$ cat src/rtl/match_game_ctrl.sv
// Sequencer for the colour-matching memory game. It walks three levels of
// growing board size, reveals up to two cards per turn, keeps matched pairs
// face-up and hides mismatched pairs again after a hold time.
module match_game_ctrl #(
  parameter int unsigned HOLD_CYCLES = 25000000,
  parameter int unsigned DONE_CYCLES = 50000000,
  parameter int unsigned TMR_W       = 26
) (
  input  logic        clk,
  input  logic        resetn,
  input  logic        start,
  input  logic        key_valid,
  input  logic [3:0]  key_idx,
  output logic [2:0]  level,
  output logic [11:0] reveal,
  output logic [7:0]  moves,
  output logic        busy,
  output logic        game_done
);

  // Controller states
  localparam logic [2:0] ST_IDLE       = 3'd0;
  localparam logic [2:0] ST_PICK1      = 3'd1;
  localparam logic [2:0] ST_PICK2      = 3'd2;
  localparam logic [2:0] ST_COMPARE    = 3'd3;
  localparam logic [2:0] ST_HOLD       = 3'd4;
  localparam logic [2:0] ST_LEVEL_DONE = 3'd5;
  localparam logic [2:0] ST_GAME_DONE  = 3'd6;

  // One-hot level encodings as seen by the display datapath
  localparam logic [2:0] LVL_NONE = 3'b000;
  localparam logic [2:0] LVL_1    = 3'b001;
  localparam logic [2:0] LVL_2    = 3'b010;
  localparam logic [2:0] LVL_3    = 3'b100;

  // Timer reload values; the timer counts down to zero inclusive, so a load
  // of N-1 gives exactly N cycles in the timed state.
  localparam logic [TMR_W-1:0] HOLD_LOAD = TMR_W'(HOLD_CYCLES - 1);
  localparam logic [TMR_W-1:0] DONE_LOAD = TMR_W'(DONE_CYCLES - 1);

  // Cards that exist on the board at a given level
  function automatic logic [11:0] active_set(input logic [2:0] lvl);
    logic [11:0] m;
    m = 12'h000;
    case (lvl)
      LVL_1:   m = 12'h033;  // 0,1,4,5
      LVL_2:   m = 12'h077;  // 0,1,2,4,5,6
      LVL_3:   m = 12'hFFF;  // 0..11
      default: m = 12'h000;
    endcase
    return m;
  endfunction

  // Fixed pairing of cards per level; 4'hF means "no partner"
  function automatic logic [3:0] partner(input logic [2:0] lvl, input logic [3:0] idx);
    logic [3:0] p;
    p = 4'hF;
    case (lvl)
      LVL_1: begin
        case (idx)
          4'd0:    p = 4'd5;
          4'd5:    p = 4'd0;
          4'd1:    p = 4'd4;
          4'd4:    p = 4'd1;
          default: p = 4'hF;
        endcase
      end
      LVL_2: begin
        case (idx)
          4'd0:    p = 4'd5;
          4'd5:    p = 4'd0;
          4'd1:    p = 4'd2;
          4'd2:    p = 4'd1;
          4'd4:    p = 4'd6;
          4'd6:    p = 4'd4;
          default: p = 4'hF;
        endcase
      end
      LVL_3: begin
        case (idx)
          4'd0:    p = 4'd4;
          4'd4:    p = 4'd0;
          4'd1:    p = 4'd10;
          4'd10:   p = 4'd1;
          4'd2:    p = 4'd8;
          4'd8:    p = 4'd2;
          4'd3:    p = 4'd6;
          4'd6:    p = 4'd3;
          4'd7:    p = 4'd9;
          4'd9:    p = 4'd7;
          4'd5:    p = 4'd11;
          4'd11:   p = 4'd5;
          default: p = 4'hF;
        endcase
      end
      default: p = 4'hF;
    endcase
    return p;
  endfunction

  logic [2:0]       state_reg, state_next;
  logic [2:0]       level_reg, level_next;
  logic [11:0]      reveal_reg, reveal_next;
  logic [7:0]       moves_reg, moves_next;
  logic [TMR_W-1:0] timer_reg, timer_next;
  logic [3:0]       first_reg, first_next;
  logic [3:0]       second_reg, second_next;
  logic             busy_reg, busy_next;
  logic             game_done_reg, game_done_next;

  // One-hot decodes of the key index and of the two cards of the turn.
  // Indices 12..15 decode to all zeros and therefore never match a card.
  logic [11:0] key_hit;
  logic [11:0] first_hit;
  logic [11:0] second_hit;

  genvar gi;
  generate
    for (gi = 0; gi < 12; gi++) begin : g_dec
      assign key_hit[gi]    = (key_idx    == 4'(gi));
      assign first_hit[gi]  = (first_reg  == 4'(gi));
      assign second_hit[gi] = (second_reg == 4'(gi));
    end
  endgenerate

  logic [11:0] active_mask;
  logic        key_ok;
  logic        pair_ok;
  logic        board_full;
  logic [7:0]  moves_inc;

  assign active_mask = active_set(level_reg);
  // A key counts only if it names an active card that is still face-down
  assign key_ok      = key_valid && (|(key_hit & active_mask & ~reveal_reg));
  assign pair_ok     = (partner(level_reg, first_reg) == second_reg);
  assign board_full  = ((reveal_reg & active_mask) == active_mask);
  assign moves_inc   = (moves_reg == 8'hFF) ? moves_reg : (moves_reg + 8'd1);

  // Next-state and datapath update for the game sequencer
  always_comb begin
    state_next  = state_reg;
    level_next  = level_reg;
    reveal_next = reveal_reg;
    moves_next  = moves_reg;
    timer_next  = timer_reg;
    first_next  = first_reg;
    second_next = second_reg;

    case (state_reg)
      ST_IDLE: begin
        if (start) begin
          level_next  = LVL_1;
          reveal_next = 12'h000;
          moves_next  = 8'd0;
          state_next  = ST_PICK1;
        end
      end

      ST_PICK1: begin
        if (key_ok) begin
          reveal_next = reveal_reg | key_hit;
          first_next  = key_idx;
          state_next  = ST_PICK2;
        end
      end

      ST_PICK2: begin
        if (key_ok) begin
          reveal_next = reveal_reg | key_hit;
          second_next = key_idx;
          moves_next  = moves_inc;
          state_next  = ST_COMPARE;
        end
      end

      ST_COMPARE: begin
        // reveal_reg already includes the second card at this point
        if (pair_ok && board_full) begin
          timer_next = DONE_LOAD;
          state_next = ST_LEVEL_DONE;
        end else if (pair_ok) begin
          state_next = ST_PICK1;
        end else begin
          timer_next = HOLD_LOAD;
          state_next = ST_HOLD;
        end
      end

      ST_HOLD: begin
        if (timer_reg == '0) begin
          reveal_next = reveal_reg & ~(first_hit | second_hit);
          state_next  = ST_PICK1;
        end else begin
          timer_next = timer_reg - 1'b1;
        end
      end

      ST_LEVEL_DONE: begin
        if (timer_reg == '0) begin
          case (level_reg)
            LVL_1: begin
              level_next  = LVL_2;
              reveal_next = 12'h000;
              moves_next  = 8'd0;
              state_next  = ST_PICK1;
            end
            LVL_2: begin
              level_next  = LVL_3;
              reveal_next = 12'h000;
              moves_next  = 8'd0;
              state_next  = ST_PICK1;
            end
            default: begin
              state_next = ST_GAME_DONE;
            end
          endcase
        end else begin
          timer_next = timer_reg - 1'b1;
        end
      end

      ST_GAME_DONE: begin
        if (start) begin
          level_next  = LVL_1;
          reveal_next = 12'h000;
          moves_next  = 8'd0;
          state_next  = ST_PICK1;
        end
      end

      default: begin
        // Unreachable encodings fall back to a clean idle board
        level_next  = LVL_NONE;
        reveal_next = 12'h000;
        moves_next  = 8'd0;
        timer_next  = '0;
        state_next  = ST_IDLE;
      end
    endcase
  end

  // Status flags are derived from the next state so they register alongside it
  always_comb begin
    busy_next      = (state_next == ST_COMPARE) || (state_next == ST_HOLD) ||
                     (state_next == ST_LEVEL_DONE);
    game_done_next = (state_next == ST_GAME_DONE);
  end

  // State and output registers with synchronous active-low reset
  always_ff @(posedge clk) begin
    if (!resetn) begin
      state_reg     <= ST_IDLE;
      level_reg     <= LVL_NONE;
      reveal_reg    <= 12'h000;
      moves_reg     <= 8'd0;
      timer_reg     <= '0;
      first_reg     <= 4'd0;
      second_reg    <= 4'd0;
      busy_reg      <= 1'b0;
      game_done_reg <= 1'b0;
    end else begin
      state_reg     <= state_next;
      level_reg     <= level_next;
      reveal_reg    <= reveal_next;
      moves_reg     <= moves_next;
      timer_reg     <= timer_next;
      first_reg     <= first_next;
      second_reg    <= second_next;
      busy_reg      <= busy_next;
      game_done_reg <= game_done_next;
    end
  end

  assign level     = level_reg;
  assign reveal    = reveal_reg;
  assign moves     = moves_reg;
  assign busy      = busy_reg;
  assign game_done = game_done_reg;

endmodule

$ cat config.mk
export PLATFORM = sky130hd
export DESIGN_NAME = match_game_ctrl
export DESIGN_NICKNAME = d
export VERILOG_FILES = /design/src/rtl/match_game_ctrl.sv
export SDC_FILE = /design/constraint.sdc
export NUM_CORES = 1
export LEC_CHECK = 0
export CAP_MARGIN = 10
export CORE_MARGIN = 2
export CORE_UTILIZATION = 45
export CTS_BUF_LIST = sky130_fd_sc_hd__clkbuf_16
export CTS_CLUSTER_SIZE = 40
export DETAILED_ROUTE_END_ITERATION = 16
export PLACE_DENSITY = 0.73
export SETUP_SLACK_MARGIN = 0.05
export SYNTH_ARGS = -nofsm -noshare
export SYNTH_HDL_FRONTEND = slang
export SYNTH_SLANG_ARGS = --single-unit
export TNS_END_PERCENT = 50
$ cat constraint.sdc
create_clock -name clk -period 3 [get_ports clk]
set_input_delay 0.6 -clock clk [delete_from_list [all_inputs] [get_ports clk]]
set_output_delay 0.6 -clock clk [all_outputs]
set_load 0.01 [all_outputs]
==> results.md, run 1 <==
- Status: finished, final reports clean
- Post-route ant nets: 0
- Cell area after layout: between 5000 and 6000 µm²
- VDD IR max: 215.2 µV
- Synth top area share: 30.31%
- Htree depth: 3
- N_diodes: 0
- Max Fanout on Critical Path: 5
- Max layer used: met4
- Tightest Pin Transition: 1.005 ns
- Unrepaired setup endpoints after global routing: true
- Hold Path Cell Cnt: 2
- Vias in the first global route: between 4000 and 5000
- Initial core utilization: ~47%
- WP data arrival: 3.10 ns
- Crit path launch type: primary input
- Placer Congestion: between 0.9 and 1
- Headroom to the max-slew limit: about a third
- Synth unique cells: 80
- First-pass GRT wire length: ~20000 µm
- Total Wirelength: 12310 µm
- Vias/cell: between 6 and 7
- Setup slack after layout: around 0.10 ns
- Core area: between 9000 and 10000 µm²
- Layout area overhead: 21.76%
- Clock Skew: 0.01241 ns
- Post-synth EDFFs: 0
- Drt drc: 0
- DR WL met2: 5831 µm
- Hold WC Path Type: register to register
- Syn. warnings: 0
- Reg2reg setup slack: around 0.21 ns
- Metal3 WL: ~800 µm
- Final critical-path share of the clock period: 96.53%
- GRT Overall Usage: 23.88%
- TritonCTS buffer count: 9
- Mapped Nets: roughly 580
- Max Slew Vio Count: 0
- Hold Slack: 0.4857 ns
- Post-Syn Area: 4359 µm²
- 1st-iter DRT viols: between 200 and 250
- Avg Inst Size Synth: ~7.7 µm²
- Post-Route Setup TNS: 0 ns
- Vias post-DR: 4504
- Slowest cell on the critical path: mux4_2
- Clock transition at path regs: 0.06 ns
- #FFs+latches synth: 66
- Ports: 33
- Port buffer count: 32
- Hold violation count in the final report: 0
- Row Count: 35
- Nets: between 600 and 700
- Drt wl/cell: between 15 and 20 µm
- Die area: around 10000 µm²
- Main synth FF type: dfxtp_1
- Min-delay src: timer_reg[9]$_SDFFE_PN0P_
- Leak Pwr: 0.002003 µW
- Initial antenna violation count: 0
- Die W: 102.4 µm
- Max Root-Sink Buffers: 2
- Layout fillers: 844
- Endpoint type of the worst setup path: register
- CP delay by family, top: simple AND/OR/NAND/NOR gates
- R2R Path Start: level[0]$_SDFFE_PN0P_
- CTS tree: built
- Worst-case reg-to-reg path depth: 11
- Asr flop ratio synth: 0%
- Largest net degree at the start of global routing: 47
- Fmax: between 300 and 400 MHz
- Root Buffer: clkbuf_16
- Dpl hpwl: around 8600 µm
- DP Area: 4977 µm²
- Seq/Total Area, Yosys: 30.31%
- Setup violations, final: 0
- Synth area leaders: dfxtp_1 30%, nor2_1 4.8%, o21ai_0 4.5%
- Power Density: slightly above 400 nW/µm²
- Max Cap Viol: 0
- Layout cells sized above 1: about 17%
- Largest stage delay on the critical path: 0.29 ns
- Fin crit period: ~2.9 ns
- Syn Inst Count: ~560
- Setup WS pre-CTS: -0.5579 ns
- Drt pass-1 iters: 4
- Max reg flops: 26
- Yosys top cell by area: dfxtp_1
- CP cell instances: dlygate4sd2_1 -> buf_4 -> mux4_2 -> nor4_2 -> a41oi_2 -> a31oi_2 -> and3_4 -> mux2i_1 -> nor2b_1 -> inv_1 -> ha_1 -> o211a_1 -> a2bb2oi_1
- Critical path type: primary input to register
- Met1 wire length: about 5400 µm
- Clock Latency Late Sink: 0.34 ns
- Critical Path RT: 3.21 ns
- CTS Sinks: 66
- WP buf/inv: 3
- Worst Hold Path EP: timer_reg[9]$_SDFFE_PN0P_
- GRT Residual Overflow: 0
- Die H: roughly 100 µm
- Final core utilization: 56.90%
## cell families after synthesis
logic type / Yosys count / share of synthesized area (%)
buffers and inverters: 60 / 6.114
xor gates and xnor gates: 14 / 2.813
and+or+nand+nor: 235 / 29.85
DFF: 66 / 30.31
muxes: 12 / 3.215
adders and majority gates: 4 / 1.091
AOI/OAI and AO/OA: 173 / 26.61
## synth_stat cells (all sizes together) (3+ instances only)
cell type	instances
a31oi	13
xor2	8
nand3b	3
o21a	6
a31o	3
and2	4
a21boi	8
or3	5
o21ai	44
nor2b	23
xnor2	6
inv	20
a22oi	5
mux2i	8
or2	4
mux2	3
a21oi	37
or4	4
ha	3
nand3	17
nand2b	14
nand2	40
o22ai	6
o211ai	8
a32o	4
nor3	22
and3	9
o31ai	9
nor2	58
nor4b	3
o221a	4
a211oi	5
nor4	10
buf	18
clkbuf	22
dfxtp	66
nor3b	3
or3b	5
nand4	7
o32ai	3
## through the flow
step / power, µW / std cells
after global placement: 1116 / 728
after floorplan: 1050 / 564
after global routing: 2236 / 745
after CTS: 2167 / 745
final: 2167 / 745
after detailed placement: 1120 / 728
## how the worst max path moves through the flow
stage	startpoint	to	slack, ns	cells past startpoint
floorplan	key_idx[0]	register	0.03	12
global placement	key_idx[0]	register	-0.49	12
detailed placement	key_idx[0]	register	-0.56	12
CTS	key_idx[0]	register	0.08	12
global route	key_idx[2]	register	-0.03	13
finish	key_idx[2]	register	0.10	13
## placed cells by master (no fill, tap or decap), drive strengths merged, types with 4 or more instances in the layout
master,n
and3,9
nand3,17
a21oi,37
nor3,22
clkbuf,10
a31oi,13
xnor2,6
o31ai,9
a211oi,5
o21ai,44
and2,4
or4,4
mux2i,8
xor2,8
nand2b,14
or2,4
o221a,4
nor2,58
nand4,7
o22ai,6
or3b,5
a32o,4
a21boi,8
o21a,6
o211ai,8
or3,5
buf,46
a22oi,5
inv,21
nor4,10
dfxtp,66
nor2b,23
clkdlybuf4s50,27
nand2,40
## tightest hold or removal path, delay by kind of cell, from the launching register on
family / cells / cell delay (ns)
AOI/OAI and AO/OA: 2 / 0.13
DFF: 1 / 0.31
## final cells by class
class,instances,area [µm²],share of cell area [%]
well taps,129,161.4,3.041
clock buffers,9,225.2,4.243
repair buffers,77,644.4,12.14
clock inverters,6,67.56,1.273
inverters,20,75.07,1.414
multi-input cells,438,2813,52.99
flip-flops and latches,66,1321,24.89
## layer usage
layer / vias up / global-route usage (%)
met1: 2110 / 30.76
li1: 2172 / -
met3: 26 / 4.446
met5: - / 0
met4: 0 / 10.36
met2: 196 / 39.01
## report_power, final
| group | total [µW] | leakage (µW) | switching (µW) | internal, µW |
|---|---|---|---|---|
| registers | 899 | 0.000532 | 15.4 | 883 |
| clock network | 1060 | 0.000138 | 419 | 641 |
| logic | 209 | 0.00133 | 121 | 87.6 |
| total | 2170 | 0.00200 | 555 | 1610 |
## repair_timing
| item | 4_1_cts | 5_1_grt |
|---|---|---|
| endpoints found under the setup margin | 5 | 14 |
| hold buffers | 0 | 0 |
| pin swaps | 2 | 1 |
| setup buffers | 2 | 0 |
| resized for setup | 7 | 8 |
Note: power is estimated with default switching activity, not from simulation.
==> run 2: changes to the inputs <==
--- a/config.mk
+++ b/config.mk
@@ -6,12 +6,11 @@
 export NUM_CORES = 1
 export LEC_CHECK = 0
 export CAP_MARGIN = 10
-export CORE_MARGIN = 2
-export CORE_UTILIZATION = 45
+export CORE_UTILIZATION = 40
 export CTS_BUF_LIST = sky130_fd_sc_hd__clkbuf_16
 export CTS_CLUSTER_SIZE = 40
 export DETAILED_ROUTE_END_ITERATION = 16
-export PLACE_DENSITY = 0.73
+export PLACE_DENSITY = 0.67
 export SETUP_SLACK_MARGIN = 0.05
 export SYNTH_ARGS = -nofsm -noshare
 export SYNTH_HDL_FRONTEND = slang
==> run 2 against run 1 <==
  * Worst setup slack improved by 0.071 ns
  * Sequential cell count did not move
  * Non-clock buffer count rose by 4
  * Cell count rose by 1.6%
  * Combinational power rose by 4%
  * Core utilization fell by 5.1 points
  * Critical path type is now register to register
  * Largest cell class unchanged
==> results.md, run 2 (synthesis gave the netlist of run 1 again) <==
- Status: finished, final reports clean
- GRT Residual Overflow: 0
- Max Cap Viol: 0
- Unrepaired setup endpoints after global routing: true
- WP buf/inv: 0
- DR WL met2: 5877 µm
- Setup violations, final: 0
- Most frequent cells in the layout: 66 x dfxtp_1, 56 x nor2_1, 46 x buf_4, 40 x nand2_1
- Slowest cell on the critical path: or4_4
- Endpoint type of the worst setup path: register
- 1st-iter DRT viols: 296
- Max Slew Vio Count: 0
- Crit path launch type: register
- Hold Path Cell Cnt: 2
- Hold_buf cts: 0
- Worst Hold Path EP: timer_reg[9]$_SDFFE_PN0P_
- Drt wl/cell: ~16 µm
- Layout area overhead: 24.37%
- Commonest non-fill, non-tap cell in the layout: dfxtp_1
- Hold WC Path Type: register to register
- N_diodes: 0
- Hold violation count in the final report: 0
- Core area: 10460 µm²
- Layout cells sized above 1: 17.55%
- Max layer used: met4
- Post-route ant nets: 0
- CTS Sinks: 66
- Crit-path most repeated cell: a21oi_1
- Min-delay src: timer_reg[9]$_SDFFE_PN0P_
- Drt drc: 0
- Placer Congestion: between 0.9 and 1
- Vias/cell: 5.922
- Metal3 WL: between 600 and 700 µm
- Port buffer count: 32
- Final critical-path share of the clock period: 94.18%
- Headroom to the max-slew limit: 37.98%
- Max reg flops: 26
- Root Buffer: clkbuf_16
- First-pass GRT wire length: 20150 µm
- Row Count: 37
- Die W: 106.4 µm
- Vias post-DR: 4483
- Largest stage delay on the critical path: 0.57 ns
- Reg2reg end: reveal[9]$_SDFFE_PN0P_
- Dpl hpwl: 8467 µm
- Fin crit period: 2.825 ns
- Clock Skew: 0.007455 ns
- R2R Path Start: timer_reg[16]$_SDFFE_PN0P_
- GRT Overall Usage: 22.30%
- Total Wirelength: 12290 µm
- WP data arrival: 3.03 ns
- Leak Pwr: 0.002050 µW
- Clock transition at path regs: about 0.060 ns
- Nets: about 630
- VDD IR max: 221.1 µV
- Htree depth: 3
- Die H: 106.4 µm
- Max Root-Sink Buffers: 2
- Clock Latency Late Sink: about 0.33 ns
- Initial core utilization: 41.66%
- Post-Route Setup TNS: 0 ns
- Die area: 11320 µm²
- CP cell instances: or4_4 -> nor4_2 -> nand3_1 -> o31ai_2 -> a21oi_1 -> a21oi_1 -> o22ai_1
- Ports: 33
- Fmax: 353.9 MHz
- Met1 wire length: 5389 µm
- Critical Path RT: 3.21 ns
- Power Density: 407.8 nW/µm²
- Initial antenna violation count: 0
- Largest net degree at the start of global routing: 43
- Hold Slack: 0.4853 ns
- CP delay by family, top: compound AO/OA/AOI/OAI gates
- Drt pass-1 iters: 7
- TritonCTS buffer count: 9
- Tightest Pin Transition: 0.9303 ns
- Reg2reg setup slack: 0.17 ns
- Vias in the first global route: 4148
- Worst-case reg-to-reg path depth: 7
- Max Fanout on Critical Path: 12
- CTS tree: built
- Critical path type: register to register
## run 2: worst max path at each step
stage                                           from                      to  slack, ns  cells after the start
final                     timer_reg[16]$_SDFFE_PN0P_  reveal[9]$_SDFFE_PN0P_       0.17                      7
after global routing      timer_reg[16]$_SDFFE_PN0P_  reveal[9]$_SDFFE_PN0P_       0.04                      7
after CTS                                 key_idx[0]                register       0.09                     12
after detailed placement                  key_idx[0]                register      -0.57                     12
after global placement                    key_idx[0]                register      -0.48                     12
after floorplan                           key_idx[0]                register       0.03                     12
## run 2: final cells by class
| class | count | area (µm²) |
|---|---|---|
| Fill cell | 995 | 5041 |
| Multi-Input combinational cell | 438 | 2839 |
| Sequential cell | 66 | 1321 |
| Timing Repair Buffer | 81 | 706.9 |
| Clock buffer | 9 | 225.2 |
| Tap cell | 136 | 170.2 |
| Clock inverter | 7 | 83.83 |
| Inverter | 20 | 75.07 |
## run 2: per-layer routing
layer | GRT usage (%) | vias up
met5 | 0 | -
met3 | 3.311 | 27
met2 | 36.18 | 173
met1 | 28.87 | 2115
met4 | 10.71 | 0
li1 | - | 2168
## run 2: repair_timing
item	CTS	global route
cloned	0	1
resized for setup	12	12
setup endpoints to repair	5	6
pin swaps	6	2
buffers inserted	6	1
## run 2: report_power, final
group,switching [µW],internal (µW),total (µW)
combinational,125,92.3,218
sequential,13.0,884,897
clock,380,716,1100
## run 2: worst reg2reg max path, cell delays in order (launching register included)
cell	delay [ns]
dfxtp_1	0.37
or4_4	0.57
nor4_2	0.38
nand3_1	0.19
o31ai_2	0.40
a21oi_1	0.36
a21oi_1	0.31
o22ai_1	0.12
## run 2: metrics by stage
step / power (µW) / cell area [µm²] / setup WS [ns] / utilization (%) / std cells
floorplan: 1050 / 4373 / 0.02881 / - / 564
global placement: 1116 / 4996 / -0.4790 / 47.75 / 733
detailed placement: 1120 / 4996 / -0.5715 / 47.75 / 733
CTS: 2217 / 5384 / 0.09317 / 51.46 / 755
global route: 2286 / 5421 / 0.04435 / 51.82 / 757
finish: 2211 / 5421 / 0.1745 / 51.82 / 757
